## src/rtl/control_pkg.sv

```systemverilog
// Shared types and constants for the hardwired sequencer: FSM states,
// opcode values, instruction field positions and small opcode classifiers.
package control_pkg;

   typedef enum logic [2:0] {
      T0, T1, T2, T3, T4, T5, T6, HALTED
   } state_t;

   localparam logic [4:0] OP_ADD  = 5'd0;
   localparam logic [4:0] OP_SUB  = 5'd1;
   localparam logic [4:0] OP_AND  = 5'd2;
   localparam logic [4:0] OP_OR   = 5'd3;
   localparam logic [4:0] OP_SHR  = 5'd4;
   localparam logic [4:0] OP_SHL  = 5'd5;
   localparam logic [4:0] OP_ROR  = 5'd6;
   localparam logic [4:0] OP_ROL  = 5'd7;
   localparam logic [4:0] OP_MUL  = 5'd8;
   localparam logic [4:0] OP_DIV  = 5'd9;
   localparam logic [4:0] OP_NEG  = 5'd10;
   localparam logic [4:0] OP_NOT  = 5'd11;
   localparam logic [4:0] OP_MFHI = 5'd12;
   localparam logic [4:0] OP_MFLO = 5'd13;
   localparam logic [4:0] OP_NOP  = 5'd14;
   localparam logic [4:0] OP_HALT = 5'd15;

   localparam int OPC_MSB = 31;
   localparam int OPC_LSB = 27;
   localparam int RA_MSB  = 26;
   localparam int RA_LSB  = 23;
   localparam int RB_MSB  = 22;
   localparam int RB_LSB  = 19;
   localparam int RC_MSB  = 18;
   localparam int RC_LSB  = 15;

   // Bit positions of the ALU strobes inside the internal strobe vector.
   localparam int S_ADD = 0, S_SUB = 1, S_MUL = 2, S_DIV = 3, S_SHR = 4;
   localparam int S_SHL = 5, S_ROR = 6, S_ROL = 7, S_AND = 8, S_OR = 9;
   localparam int S_NEG = 10, S_NOT = 11, S_INC = 12;

   function automatic logic is_binary(input logic [4:0] op);
      return op <= OP_DIV;
   endfunction

   function automatic logic is_unary(input logic [4:0] op);
      return (op == OP_NEG) || (op == OP_NOT);
   endfunction

   function automatic logic is_muldiv(input logic [4:0] op);
      return (op == OP_MUL) || (op == OP_DIV);
   endfunction

endpackage

```

## src/rtl/control_unit_reg_decoder.sv

```systemverilog
// 4-bit register index plus enable to a one-hot register select vector.
module reg_decoder #(
   parameter int REGISTERS = 16
) (
   input  logic [3:0]           idx,
   input  logic                 en,
   output logic [REGISTERS-1:0] onehot
);

   generate
      for (genvar gi = 0; gi < REGISTERS; gi++) begin : g_sel
         localparam logic [3:0] IDX = 4'(gi);
         assign onehot[gi] = en && (idx == IDX);
      end
   endgenerate

endmodule

```

## src/rtl/control_unit.sv

```systemverilog
// Multi-cycle fetch/decode/execute sequencer for the 32-bit bus datapath.
// Optional performance counters are enabled with CONTROL_UNIT_PERF_EN.
module control_unit
   import control_pkg::*;
#(
   parameter int BITS      = 32,
   parameter int REGISTERS = 16,
   parameter int SIG_COUNT = 13
) (
   input  logic                 clk,
   input  logic                 reset,
   input  logic [BITS-1:0]      IRVal,
   input  logic                 mem_ready,
   output logic                 PCin, IRin, RYin, RZin, MARin, HIin, LOin, MDRin,
   output logic                 Read,
   output logic                 MDRout, LOout, HIout, RZHIout, RZLOout, PCout,
   output logic                 ADD, SUB, MUL, DIV, SHR, SHL, ROR, ROL,
   output logic                 AND, OR, NEGATE, NOT, IncPC,
   output logic [REGISTERS-1:0] GPRin,
   output logic [REGISTERS-1:0] GPRout,
`ifdef CONTROL_UNIT_PERF_EN
   output logic [31:0]          instr_count,
   output logic [31:0]          stall_count,
`endif
   output logic                 halted,
   output logic                 illegal
);

   state_t                 state_reg, state_next;
   logic                   illegal_reg;
   logic [4:0]             opcode;
   logic [3:0]             ra, rb, rc;
   logic [SIG_COUNT-1:0]   alu_strobe;
   logic                   gin_en, gout_en;
   logic [3:0]             gin_idx, gout_idx;
   logic                   unused_ir;

   assign opcode    = IRVal[OPC_MSB:OPC_LSB];
   assign ra        = IRVal[RA_MSB:RA_LSB];
   assign rb        = IRVal[RB_MSB:RB_LSB];
   assign rc        = IRVal[RC_MSB:RC_LSB];
   assign unused_ir = ^IRVal[RC_LSB-1:0];

   always_ff @(posedge clk or negedge reset) begin
      if (!reset) begin
         state_reg   <= T0;
         illegal_reg <= 1'b0;
      end else begin
         state_reg <= state_next;
         if (state_reg == T3 && opcode > OP_HALT)
            illegal_reg <= 1'b1;
      end
   end

   always_comb begin
      state_next = state_reg;
      unique case (state_reg)
         T0: state_next = T1;
         T1: state_next = mem_ready ? T2 : T1;
         T2: state_next = T3;
         T3: begin
            if (is_binary(opcode) || is_unary(opcode))
               state_next = T4;
            else if (opcode == OP_MFHI || opcode == OP_MFLO || opcode == OP_NOP)
               state_next = T0;
            else
               state_next = HALTED;
         end
         T4: state_next = T5;
         T5: state_next = is_muldiv(opcode) ? T6 : T0;
         T6: state_next = T0;
         HALTED: state_next = HALTED;
         default: state_next = T0;
      endcase
   end

   // Everything stays quiet while reset is held, even though the state is T0.
   always_comb begin
      {PCin, IRin, RYin, RZin, MARin, HIin, LOin, MDRin, Read} = '0;
      {MDRout, LOout, HIout, RZHIout, RZLOout, PCout}          = '0;
      alu_strobe = '0;
      gin_en     = 1'b0;
      gout_en    = 1'b0;
      gin_idx    = ra;
      gout_idx   = rb;
      halted     = 1'b0;
      if (reset) begin
         unique case (state_reg)
            T0: begin
               PCout = 1'b1; MARin = 1'b1; RZin = 1'b1;
               alu_strobe[S_INC] = 1'b1;
            end
            T1: begin
               RZLOout = 1'b1; PCin = 1'b1; Read = 1'b1; MDRin = 1'b1;
            end
            T2: begin
               MDRout = 1'b1; IRin = 1'b1;
            end
            T3: begin
               if (is_binary(opcode)) begin
                  gout_en = 1'b1; RYin = 1'b1;
               end else if (opcode == OP_MFHI) begin
                  HIout = 1'b1; gin_en = 1'b1;
               end else if (opcode == OP_MFLO) begin
                  LOout = 1'b1; gin_en = 1'b1;
               end
            end
            T4: begin
               gout_en  = 1'b1;
               gout_idx = is_unary(opcode) ? rb : rc;
               RZin     = 1'b1;
               case (opcode)
                  OP_ADD: alu_strobe[S_ADD] = 1'b1;
                  OP_SUB: alu_strobe[S_SUB] = 1'b1;
                  OP_AND: alu_strobe[S_AND] = 1'b1;
                  OP_OR:  alu_strobe[S_OR]  = 1'b1;
                  OP_SHR: alu_strobe[S_SHR] = 1'b1;
                  OP_SHL: alu_strobe[S_SHL] = 1'b1;
                  OP_ROR: alu_strobe[S_ROR] = 1'b1;
                  OP_ROL: alu_strobe[S_ROL] = 1'b1;
                  OP_MUL: alu_strobe[S_MUL] = 1'b1;
                  OP_DIV: alu_strobe[S_DIV] = 1'b1;
                  OP_NEG: alu_strobe[S_NEG] = 1'b1;
                  OP_NOT: alu_strobe[S_NOT] = 1'b1;
                  default: ;
               endcase
            end
            T5: begin
               RZLOout = 1'b1;
               if (is_muldiv(opcode)) LOin = 1'b1;
               else                   gin_en = 1'b1;
            end
            T6: begin
               RZHIout = 1'b1; HIin = 1'b1;
            end
            HALTED: halted = 1'b1;
            default: ;
         endcase
      end
   end

   assign illegal = illegal_reg;
   assign ADD    = alu_strobe[S_ADD];
   assign SUB    = alu_strobe[S_SUB];
   assign MUL    = alu_strobe[S_MUL];
   assign DIV    = alu_strobe[S_DIV];
   assign SHR    = alu_strobe[S_SHR];
   assign SHL    = alu_strobe[S_SHL];
   assign ROR    = alu_strobe[S_ROR];
   assign ROL    = alu_strobe[S_ROL];
   assign AND    = alu_strobe[S_AND];
   assign OR     = alu_strobe[S_OR];
   assign NEGATE = alu_strobe[S_NEG];
   assign NOT    = alu_strobe[S_NOT];
   assign IncPC  = alu_strobe[S_INC];

   reg_decoder #(.REGISTERS(REGISTERS)) u_gpr_in (
      .idx(gin_idx), .en(gin_en), .onehot(GPRin)
   );

   reg_decoder #(.REGISTERS(REGISTERS)) u_gpr_out (
      .idx(gout_idx), .en(gout_en), .onehot(GPRout)
   );

`ifdef CONTROL_UNIT_PERF_EN
   // HALTED never enters T0 or T1, so both counters freeze there on their own.
   always_ff @(posedge clk or negedge reset) begin
      if (!reset) begin
         instr_count <= '0;
         stall_count <= '0;
      end else begin
         if ((state_reg == T3 || state_reg == T5 || state_reg == T6) && state_next == T0)
            instr_count <= instr_count + 32'd1;
         if (state_reg == T1 && !mem_ready)
            stall_count <= stall_count + 32'd1;
      end
   end
`endif

endmodule

```

## config.mk

```make
export PLATFORM = sky130hd
export DESIGN_NAME = control_unit
export DESIGN_NICKNAME = d
export VERILOG_FILES = /design/src/rtl/control_pkg.sv /design/src/rtl/control_unit_reg_decoder.sv /design/src/rtl/control_unit.sv
export SDC_FILE = /design/constraint.sdc
export NUM_CORES = 1
export LEC_CHECK = 0
export ABC_CLOCK_PERIOD_IN_PS = 2670
export BUFFER_PORTS_ARGS = -buffer_cell sky130_fd_sc_hd__buf_2
export CAP_MARGIN = 20
export CELL_PAD_IN_SITES_DETAIL_PLACEMENT = 0
export CELL_PAD_IN_SITES_GLOBAL_PLACEMENT = 1
export CORE_MARGIN = 2
export CORE_UTILIZATION = 26
export CTS_CLUSTER_DIAMETER = 200
export CTS_CLUSTER_SIZE = 25
export DETAILED_ROUTE_END_ITERATION = 12
export GPL_TIMING_DRIVEN = 0
export PLACE_DENSITY = 0.85
export REMOVE_ABC_BUFFERS = 1
export SLEW_MARGIN = 20
export SYNTH_ARGS = -nofsm -noshare
export SYNTH_HDL_FRONTEND = slang
export SYNTH_SLANG_ARGS = --single-unit
```

## constraint.sdc

```tcl
create_clock -name clk -period 2.67 [get_ports clk]
set_clock_uncertainty 0.15 [all_clocks]
set_input_delay 0.1335 -clock clk [delete_from_list [all_inputs] [get_ports clk]]
set_output_delay 0.1335 -clock clk [all_outputs]
set_load 0.05 [all_outputs]
```

==> run summary, run 1 <==
Status = finished, final reports clean
CP max FO = 15
Hold Startpoint = mem_ready
Static Leakage = 0.7265 nW
Setup Crit Path Kind = register to primary output
Vias = 1290
Ys flop type = dfrtp_1
Residual DRC count = 0
Rows = 23
Number of synthesized flops with an enable pin = 0
Number of setup violations in the final report = 0
CTS H-tree lvls = 1
Hold Crit Depth = 4
Die Wd = 68.97 µm
Synthesized area per cell = 7.414 µm²
Routed wire length per instance = 11.90 µm
Worst Hold Class = primary input to register
RR Endpoint = state_reg[1]$_DFF_PN0_
Reg2Reg Depth = 3
IO Pins = 97
VDD IR-drop max = 0.5345 mV
Total congestion overflow = 0
Period minus WS final = 2.464 ns
Max FFs per register = 3
Clk Latency, worst-skew pair = 0.21 ns
Worst setup SP type = register
ANT cells = 0
Layout cells sized above 1 = 48.64%
Final GP Congestion = 0.6924
Global-route wire length before repair = 4595 µm
CP Capture Type = primary output
Pre-Repair DR Iteration Count = 4
Slowest stage delay, CP = 0.47 ns
Gr usage total = 12.69%
Slew margin rel. = 66.49%
Final hold vios = 0
Root buffer cell = clkbuf_8
Die height = 68.97 µm
Netlist cell types = 43
TritonCTS buffer count = 3
Cell total after placement = 264
WP data required = 2.39 ns
Clk sinks = 4
Worst-path cell with the longest stage delay = dfrtp_1
Final worst setup slack = 0.2061 ns
RSZ-0062 raised after global routing = false
Vias in the first global route = 1039
Seq cells post-synth = 4
Critical Path AT = 2.18 ns
1st-iter DRT viols = 29
Sequential area share after synthesis = 9.122%
Area of the mapped netlist = 1097 µm²
Core area = 4029 µm²
Antenna-violating nets left = 0
Syn Inst Count = 148
Post-Place Worst Slack = 0.07810 ns
Critical register-to-register path startpoint = state_reg[0]$_DFF_PN0_
Clk slew on worst S/H paths = 0.03 ns
Fmax = 0.4059 GHz
I/O Buffers = 81
Fill cell count = 445
Synthesis Warnings = 0
Post-synth ARST share = 100.0%
Pin count of the biggest net entering global routing = 17
Die ar. = 4756 µm²
CTS Buffer Depth = 2
Critical-path cell list = nand4bb_4 > nor2_8 > mux2i_4 > buf_12 > nor3b_1 > buf_2
Max_cap viols = 0
Hold Path Sink = state_reg[0]$_DFF_PN0_
Routed vias/inst = 4.778
Initial antenna violation count = 0
Finished Layout Cells = 270
Worst slew pin tran = 0.5027 ns
CTS tree = done
Flop2flop setup slack = 1.09 ns
Area Overhead vs Synth = 40.48%
Worst Setup SP = state_reg[0]$_DFF_PN0_
Final Power = 908.9 µW
Power Density = 589.6 nW/µm²
Post-DP HPWL = 2452 µm
Total Wirelength = 3214 µm
Slew Limit Fails = 0
Crit share post-route = 92.28%
Starting density of the core = 27.24%
Nets = 257
[cell families after synthesis]
family / share of synthesized area, %
buf+inv: 11.63
compound gates: 12.43
mux: 5.017
simple gates: 61.80
flops: 9.122
[stage by stage]
step / TNS [ns] / util [%] / hold slack [ns] / area [µm²]
detailed placement: 0 / 36.06 / -0.1416 / 1453
CTS: 0 / 37.55 / 0.07867 / 1513
global placement: 0 / 36.06 / -0.1492 / 1453
finish: 0 / 38.26 / 0.08186 / 1541
global route: 0 / 38.26 / 0.1262 / 1541
floorplan: -9.868 / - / -0.3121 / 984.7
[report_power, final]
group / switching (mW) / internal, mW / leakage, nW / total, mW
sequential: 0.0734 / 0.0910 / 0.0439 / 0.164
clock: 0.0287 / 0.0959 / 0.0216 / 0.125
combinational: 0.429 / 0.191 / 0.661 / 0.620
total: 0.531 / 0.377 / 0.726 / 0.909
[worst max-delay path by stage]
stage                             to  slack, ns  cells past startpoint
after floorplan                IncPC      -1.28                      2
after global placement    GPRout[14]       0.10                      5
after detailed placement   GPRout[6]       0.08                      5
after CTS                  GPRout[2]       0.05                      5
after global routing       GPRout[4]       0.03                      6
final                      GPRout[8]       0.21                      6
[what timing repair did]
item                                    4_1_cts  5_1_grt
pin swaps                                     0        0
hold buffers                                  1        0
buffers inserted                              0        2
resized for setup                             1        1
hold endpoints to repair                      4        0
endpoints found under the setup margin        8        8
[cell usage in the layout, fill, tap and decap left out, drive strengths merged, types with 2 or more instances in the layout]
master,synthesis,final
nor3b,16,16
nor2b,8,8
o21ai,2,2
a221oi,2,2
clkbuf,3,3
nand2,13,13
nand2b,3,3
nor3,26,26
mux2i,4,4
buf,12,83
inv,4,4
nand3,5,5
a21oi,3,3
nand4bb,2,2
dfrtp,4,4
or4b,2,2
nor2,23,23
[worst max-delay path, delay by kind of cell (launching register included)]
kind,cells,cell delay (ns)
flops,1,0.47
buf+inv,2,0.44
mux,1,0.27
simple gates,3,0.78
[routing by layer]
layer	wire [µm]	GRT usage [%]	vias to the layer above
met4	19	4.412	0
li1	-	-	673
met2	1362	20.43	65
met5	0	0	-
met1	1485	16.76	550
met3	346	2.597	2
[area by class of cell]
cell class | count | area [µm²] | share of cell area [%]
clock buffers | 3 | 41.29 | 2.679
inverters | 4 | 15.01 | 0.9740
multi-input cells | 125 | 878.3 | 56.98
flip-flops and latches | 4 | 101.3 | 6.575
well taps | 50 | 62.56 | 4.058
repair buffers | 84 | 442.9 | 28.73
[cell usage after synthesis (all sizes together) (2+ instances only)]
cell	n	area [µm²]
clkbuf	3	11.26
a21oi	3	15.01
o21ai	2	10.01
nand4bb	2	38.79
or4b	2	23.77
inv	4	15.01
a221oi	2	35.04
nand2	13	48.80
nor2b	8	50.05
buf	12	101.3
nor3b	16	135.1
nor2	23	102.6
nand3	5	25.02
dfrtp	4	100.1
nand2b	3	18.77
mux2i	4	43.79
nor3	26	161.4
Power figures use the tool's default switching activity.
==> run 2: changes to the inputs <==
--- a/config.mk
+++ b/config.mk
@@ -15,7 +15,6 @@
 export CTS_CLUSTER_DIAMETER = 200
 export CTS_CLUSTER_SIZE = 25
 export DETAILED_ROUTE_END_ITERATION = 12
-export GPL_TIMING_DRIVEN = 0
 export PLACE_DENSITY = 0.85
 export REMOVE_ABC_BUFFERS = 1
 export SLEW_MARGIN = 20
==> run 2 against run 1 <==
Register-to-register slack worse by 0.08 ns; sequential power down 25%; clock power about the same; via count up 1.9%; worst hold slack better by 0.0033 ns; cell count up 0.37%; non-clock buffer count up 1.
==> run summary, run 2 (synthesis results as in run 1) <==
Worst Hold Class = primary input to register (unchanged)
WP data required = 2.39 ns (about the same)
Commonest non-fill, non-tap cell in the layout = buf_2 (unchanged)
Worst slew pin tran = 0.4889 ns (was 0.5027 ns)
Hold Crit Depth = 4 (unchanged)
Sequential share of power = 13.4% (was 18.1%)
CP Capture Type = primary output (unchanged)
Total congestion overflow = 0 (unchanged)
P_sw = 531.1 µW (was 531.4 µW)
Clk slew on worst S/H paths = 0.03 ns (about the same)
Post-DP HPWL = 2492 µm (was 2452 µm)
Global-route wire length before repair = 4609 µm (was 4595 µm)
Layout cells sized above 1 = 48.42% (was 48.64%)
Reg2Reg Depth = 4 (was 3)
Clock power frac = 13.9% (was 13.7%)
Setup Crit Path Kind = primary input to primary output (was register to primary output)
Routed vias/inst = 4.849 (was 4.778)
Number of setup violations in the final report = 0 (unchanged)
Worst setup SP type = primary input (was register)
Final hold vios = 0 (unchanged)
Fill cell count = 434 (was 445)
Sw frac = 57.95% (was 58.47%)
Die ar. = 4756 µm² (unchanged)
Static Leakage = 0.7291 nW (was 0.7265 nW)
IO Pins = 97 (unchanged)
Critical Path AT = 2.22 ns (was 2.18 ns)
VDD IR-drop max = 0.4474 mV (was 0.5345 mV)
Most frequent cells in the layout = 76 x buf_2, 22 x nor2_1, 21 x nor3_1 (was 81 x buf_2, 22 x nor2_1, 21 x nor3_1)
Root buffer cell = clkbuf_8 (unchanged)
Cell Area, Placed = 1475 µm² (was 1453 µm²)
Total Wirelength = 3151 µm (was 3214 µm)
CTS H-tree lvls = 1 (unchanged)
I/O Buffers = 81 (unchanged)
Combinational Power Share = 72.8% (was 68.2%)
Die height = 68.97 µm (unchanged)
Routed wire length per instance = 11.63 µm (was 11.90 µm)
CTS Buffer Depth = 2 (unchanged)
Pin count of the biggest net entering global routing = 17 (unchanged)
Final GP Congestion = 0.7396 (was 0.6924)
Core area = 4029 µm² (unchanged)
Clk sinks = 4 (unchanged)
Clk Latency, worst-skew pair = 0.21 ns (about the same)
CP max FO = 16 (was 15)
Vias in the first global route = 1062 (was 1039)
Crit share post-route = 93.86% (was 92.28%)
CTS tree = done (unchanged)
Rows = 23 (unchanged)
Vias = 1314 (was 1290)
Area Overhead vs Synth = 40.25% (was 40.48%)
Residual DRC count = 0 (unchanged)
Internal power = 385.4 µW (was 377.5 µW)
Pre-Repair DR Iteration Count = 4 (unchanged)
Die Wd = 68.97 µm (unchanged)
Status = finished, final reports clean (unchanged)
Postcts setup bufs = 0 (unchanged)
Fmax = 0.3990 GHz (was 0.4059 GHz)
Nets = 258 (was 257)
Gr usage total = 12.51% (was 12.69%)
Power Density = 595.5 nW/µm² (was 589.6 nW/µm²)
Design area = 1539 µm² (was 1541 µm²)
TritonCTS buffer count = 3 (unchanged)
Final Power = 916.5 µW (was 908.9 µW)
Initial antenna violation count = 0 (unchanged)
ANT cells = 0 (unchanged)
1st-iter DRT viols = 23 (was 29)
Max_cap viols = 0 (unchanged)
Max FFs per register = 3 (unchanged)
Slew margin rel. = 67.41% (was 66.49%)
Antenna-violating nets left = 0 (unchanged)
Starting density of the core = 27.24% (unchanged)
Period minus WS final = 2.506 ns (was 2.464 ns)
Slew Limit Fails = 0 (unchanged)
run 2: cell count changes in the layout (fill, tap and decap cells not counted), sizes merged:
cell and delta:
clkbuf +2, buf -1
run 2: final cells by class:
| class | count | area, µm² | area share (%) |
|---|---|---|---|
| Tap cell | 50 | 62.56 | 4.065 |
| Multi-Input combinational cell | 125 | 869.6 | 56.50 |
| Timing Repair Buffer | 85 | 450.4 | 29.27 |
| Inverter | 4 | 15.01 | 0.9756 |
| Sequential cell | 4 | 100.1 | 6.504 |
| Clock buffer | 3 | 41.29 | 2.683 |
run 2: worst paths after layout:
check / to / start / slack (ns)
hold / removal: state_reg[0]$_DFF_PN0_ / mem_ready / 0.09
min in group asynchronous: state_reg[0]$_DFF_PN0_ / reset / 0.17
hold reg to reg: illegal$_DFFE_PN0P_ / illegal$_DFFE_PN0P_ / 0.30
max in group asynchronous: state_reg[1]$_DFF_PN0_ / reset / 2.05
setup reg to reg: state_reg[1]$_DFF_PN0_ / state_reg[2]$_DFF_PN0_ / 1.01
setup / recovery: GPRout[10] / reset / 0.16
run 2: through the flow:
step | cells | util (%) | TNS [ns] | setup WS, ns | hold slack, ns
6_report | 271 | 38.20 | 0 | 0.1640 | 0.08512
5_1_grt | 271 | 38.20 | -0.01637 | -0.01365 | 0.1358
4_1_cts | 271 | 37.89 | 0 | 0.06794 | 0.08913
3_5_place_dp | 267 | 36.61 | 0 | 0.3897 | -0.1388
3_3_place_gp | 267 | 36.61 | 0 | 0.4226 | -0.1481
2_1_floorplan | 133 | - | -9.868 | -1.279 | -0.3121
run 2: per-layer routing:
layer	vias to the layer above	track usage [%]	share of wire, %
li1	678	-	-
met1	567	16.12	46
met2	67	21.03	43
met3	2	2.922	11
met4	0	2.941	0.60
met5	-	0	0
run 2: power by group through the flow:
stage	Clock (mW)	Combinational, mW	Sequential [mW]
final	0.127	0.667	0.123
after global routing	0.137	0.722	0.128
after CTS	0.129	0.669	0.123
after detailed placement	0	0.666	0.124
after global placement	0	0.663	0.121
after floorplan	0	0.452	0.166
run 2: timing repair:
item	CTS	global route
gates resized for setup	0	8
hold endpoints to repair	4	0
setup endpoints to repair	0	8
hold buffers	1	0
run 2: critical path, stage by stage:
cell           delay (ns)
dlygate4sd3_1        0.52
clkbuf_4             0.22
nand4bb_4            0.21
nor2_8               0.21
mux2i_2              0.22
buf_4                0.22
nor3b_1              0.18
buf_2                0.29
==> run 3: changes to the inputs <==
--- a/config.mk
+++ b/config.mk
@@ -10,7 +10,7 @@
 export CAP_MARGIN = 20
 export CELL_PAD_IN_SITES_DETAIL_PLACEMENT = 0
 export CELL_PAD_IN_SITES_GLOBAL_PLACEMENT = 1
-export CORE_MARGIN = 2
+export CORE_MARGIN = 8
 export CORE_UTILIZATION = 26
 export CTS_CLUSTER_DIAMETER = 200
 export CTS_CLUSTER_SIZE = 25
==> run 3 against run 2 <==
Critical path depth fell by 1; clock power is 3% higher; routed wire length is 19% higher; design area is 2.1% higher; highest routed layer unchanged.
==> run summary, run 3 (synthesis results as in run 1) <==
Status = finished, final reports clean (unchanged)
Root buffer cell = clkbuf_8 (unchanged)
Cell total after placement = 269 (was 267)
CTS Buffer Depth = 2 (unchanged)
Critical-path cell list = dlygate4sd3_1 > buf_2 > nand4bb_4 > nor2_8 > mux2i_2 > nor3b_2 > buf_2 (was dlygate4sd3_1 > clkbuf_4 > nand4bb_4 > nor2_8 > mux2i_2 > buf_4 > nor3b_1 > buf_2)
Most frequent cells in the layout = 81 x buf_2, 22 x nor2_1, 21 x nor3_1 (was 76 x buf_2, 22 x nor2_1, 21 x nor3_1)
Critical Path End = GPRout[6] (was GPRout[10])
Final Power = 944.1 µW (was 916.5 µW)
CP Depth = 7 (was 8)
Routed wire length per instance = 13.64 µm (was 11.63 µm)
Post-DP HPWL = 3055 µm (was 2492 µm)
Period minus WS final = 2.546 ns (was 2.506 ns)
Layout cells sized above 1 = 49.33% (was 48.42%)
IO Pins = 97 (unchanged)
Vias in the first global route = 1285 (was 1062)
CP Capture Type = primary output (unchanged)
Max FFs per register = 3 (unchanged)
Die height = 80.97 µm (was 68.97 µm)
Worst Hold Class = primary input to register (unchanged)
Fmax = 0.3927 GHz (was 0.3990 GHz)
Die Wd = 80.97 µm (was 68.97 µm)
Slowest stage delay, CP = 0.54 ns (was 0.52 ns)
Buf/Inv on CP = 3 (was 4)
Final hold vios = 0 (unchanged)
Rows = 23 (unchanged)
Gr usage total = 10.49% (was 12.51%)
Max_cap viols = 0 (unchanged)
Reg2Reg Depth = 3 (was 4)
Routed vias/inst = 4.818 (was 4.849)
VDD IR-drop max = 0.3785 mV (was 0.4474 mV)
Final worst setup slack = 0.1237 ns (was 0.1640 ns)
Total Wirelength = 3750 µm (was 3151 µm)
Post-Place Worst Slack = 0.2569 ns (was 0.3897 ns)
Final GP Congestion = 0.7554 (was 0.7396)
Clk sinks = 4 (unchanged)
CP most frequent cell = buf_2
ANT cells = 0 (unchanged)
Crit share post-route = 95.37% (was 93.86%)
Number of setup violations in the final report = 0 (unchanged)
Starting density of the core = 27.24% (unchanged)
1st-iter DRT viols = 41 (was 23)
Setup Crit Path Kind = primary input to primary output (unchanged)
Worst-path cell with the longest stage delay = dlygate4sd3_1 (unchanged)
Slew Limit Fails = 0 (unchanged)
RR Endpoint = state_reg[1]$_DFF_PN0_ (unchanged)
Power Density = 600.8 nW/µm² (was 595.5 nW/µm²)
TritonCTS buffer count = 3 (unchanged)
Global-route wire length before repair = 5602 µm (was 4609 µm)
Pin count of the biggest net entering global routing = 17 (unchanged)
Total congestion overflow = 0 (unchanged)
Finished Layout Cells = 275 (was 271)
I/O Buffers = 81 (unchanged)
Clk slew on worst S/H paths = 0.03 ns (about the same)
Initial antenna violation count = 0 (unchanged)
Residual DRC count = 0 (unchanged)
CTS H-tree lvls = 1 (unchanged)
Vias = 1325 (was 1314)
CP delay by family, top = buffers and inverters (unchanged)
Worst setup SP type = primary input (unchanged)
Design area = 1572 µm² (was 1539 µm²)
Area Overhead vs Synth = 43.22% (was 40.25%)
Worst slew pin tran = 0.5021 ns (was 0.4889 ns)
Critical register-to-register path startpoint = state_reg[2]$_DFF_PN0_ (unchanged)
WP data required = 2.39 ns (about the same)
Critical Path AT = 2.26 ns (was 2.22 ns)
Antenna-violating nets left = 0 (unchanged)
Pre-Repair DR Iteration Count = 4 (unchanged)
Slew margin rel. = 66.52% (was 67.41%)
Worst Setup SP = reset (unchanged)
Core area = 4029 µm² (unchanged)
CP max FO = 7 (was 16)
Commonest non-fill, non-tap cell in the layout = buf_2 (unchanged)
Clk Latency, worst-skew pair = 0.22 ns (was 0.21 ns)
Fin util = 39.01% (was 38.20%)
CTS tree = done (unchanged)
Static Leakage = 0.7470 nW (was 0.7291 nW)
Cell Area, Placed = 1490 µm² (was 1475 µm²)
Die ar. = 6555 µm² (was 4756 µm²)
Flop2flop setup slack = 1.10 ns (was 1.01 ns)
Nets = 262 (was 258)
-- run 3: per-layer routing --
| metal | part of all wire (%) | GRT usage [%] | up-vias | wire [µm] |
|---|---|---|---|---|
| li1 | - | - | 684 | - |
| met1 | 42 | 12.03 | 571 | 1575 |
| met2 | 42 | 17.08 | 65 | 1591 |
| met3 | 14 | 3.753 | 5 | 525 |
| met4 | 1.5 | 4.821 | 0 | 57 |
| met5 | 0 | 0 | - | 0 |
-- run 3: per-stage QoR --
| stage | hold WS, ns | TNS [ns] |
|---|---|---|
| 3_3_place_gp | -0.06084 | 0 |
| 4_1_cts | 0.07674 | 0 |
| 2_1_floorplan | -0.3121 | -9.868 |
| 3_5_place_dp | -0.05349 | 0 |
| 6_report | 0.08234 | 0 |
| 5_1_grt | 0.1178 | -0.009845 |
-- run 3: power by group --
part	internal (mW)	switching (mW)	leakage, nW
combinational	0.215	0.477	0.680
sequential	0.0898	0.0308	0.0451
clock	0.0964	0.0342	0.0216
total	0.402	0.542	0.747
-- run 3: final cells by class --
type,instances,area (µm²)
Fill cell,432,2457
Multi-Input combinational cell,126,892.1
Timing Repair Buffer,88,460.4
Sequential cell,4,100.1
Tap cell,50,62.56
Clock buffer,3,41.29
Inverter,4,15.01
-- run 3: timing repair --
action                                  in CTS  in global routing
endpoints found under the setup margin       0                 11
hold endpoints to repair                     4                  0
resized for setup                            0                  1
setup buffers                                0                  1
hold buffers                                 1                  0
-- run 3: how the worst min path moves through the flow --
stage | slack [ns] | startpoint | to | cells after the start
3_3_place_gp | -0.06 | reset | illegal$_DFFE_PN0P_ | 2
5_1_grt | 0.12 | mem_ready | state_reg[0]$_DFF_PN0_ | 4
6_report | 0.08 | mem_ready | state_reg[0]$_DFF_PN0_ | 4
3_5_place_dp | -0.05 | reset | state_reg[2]$_DFF_PN0_ | 2
4_1_cts | 0.08 | mem_ready | state_reg[0]$_DFF_PN0_ | 4
2_1_floorplan | -0.31 | reset | illegal$_DFFE_PN0P_ | 0
-- run 3: tightest hold or removal path: cells and delay by family --
kind            cells  cell delay [ns]
compound gates      2             0.11
buf+inv             1             0.09
simple gates        1             0.08
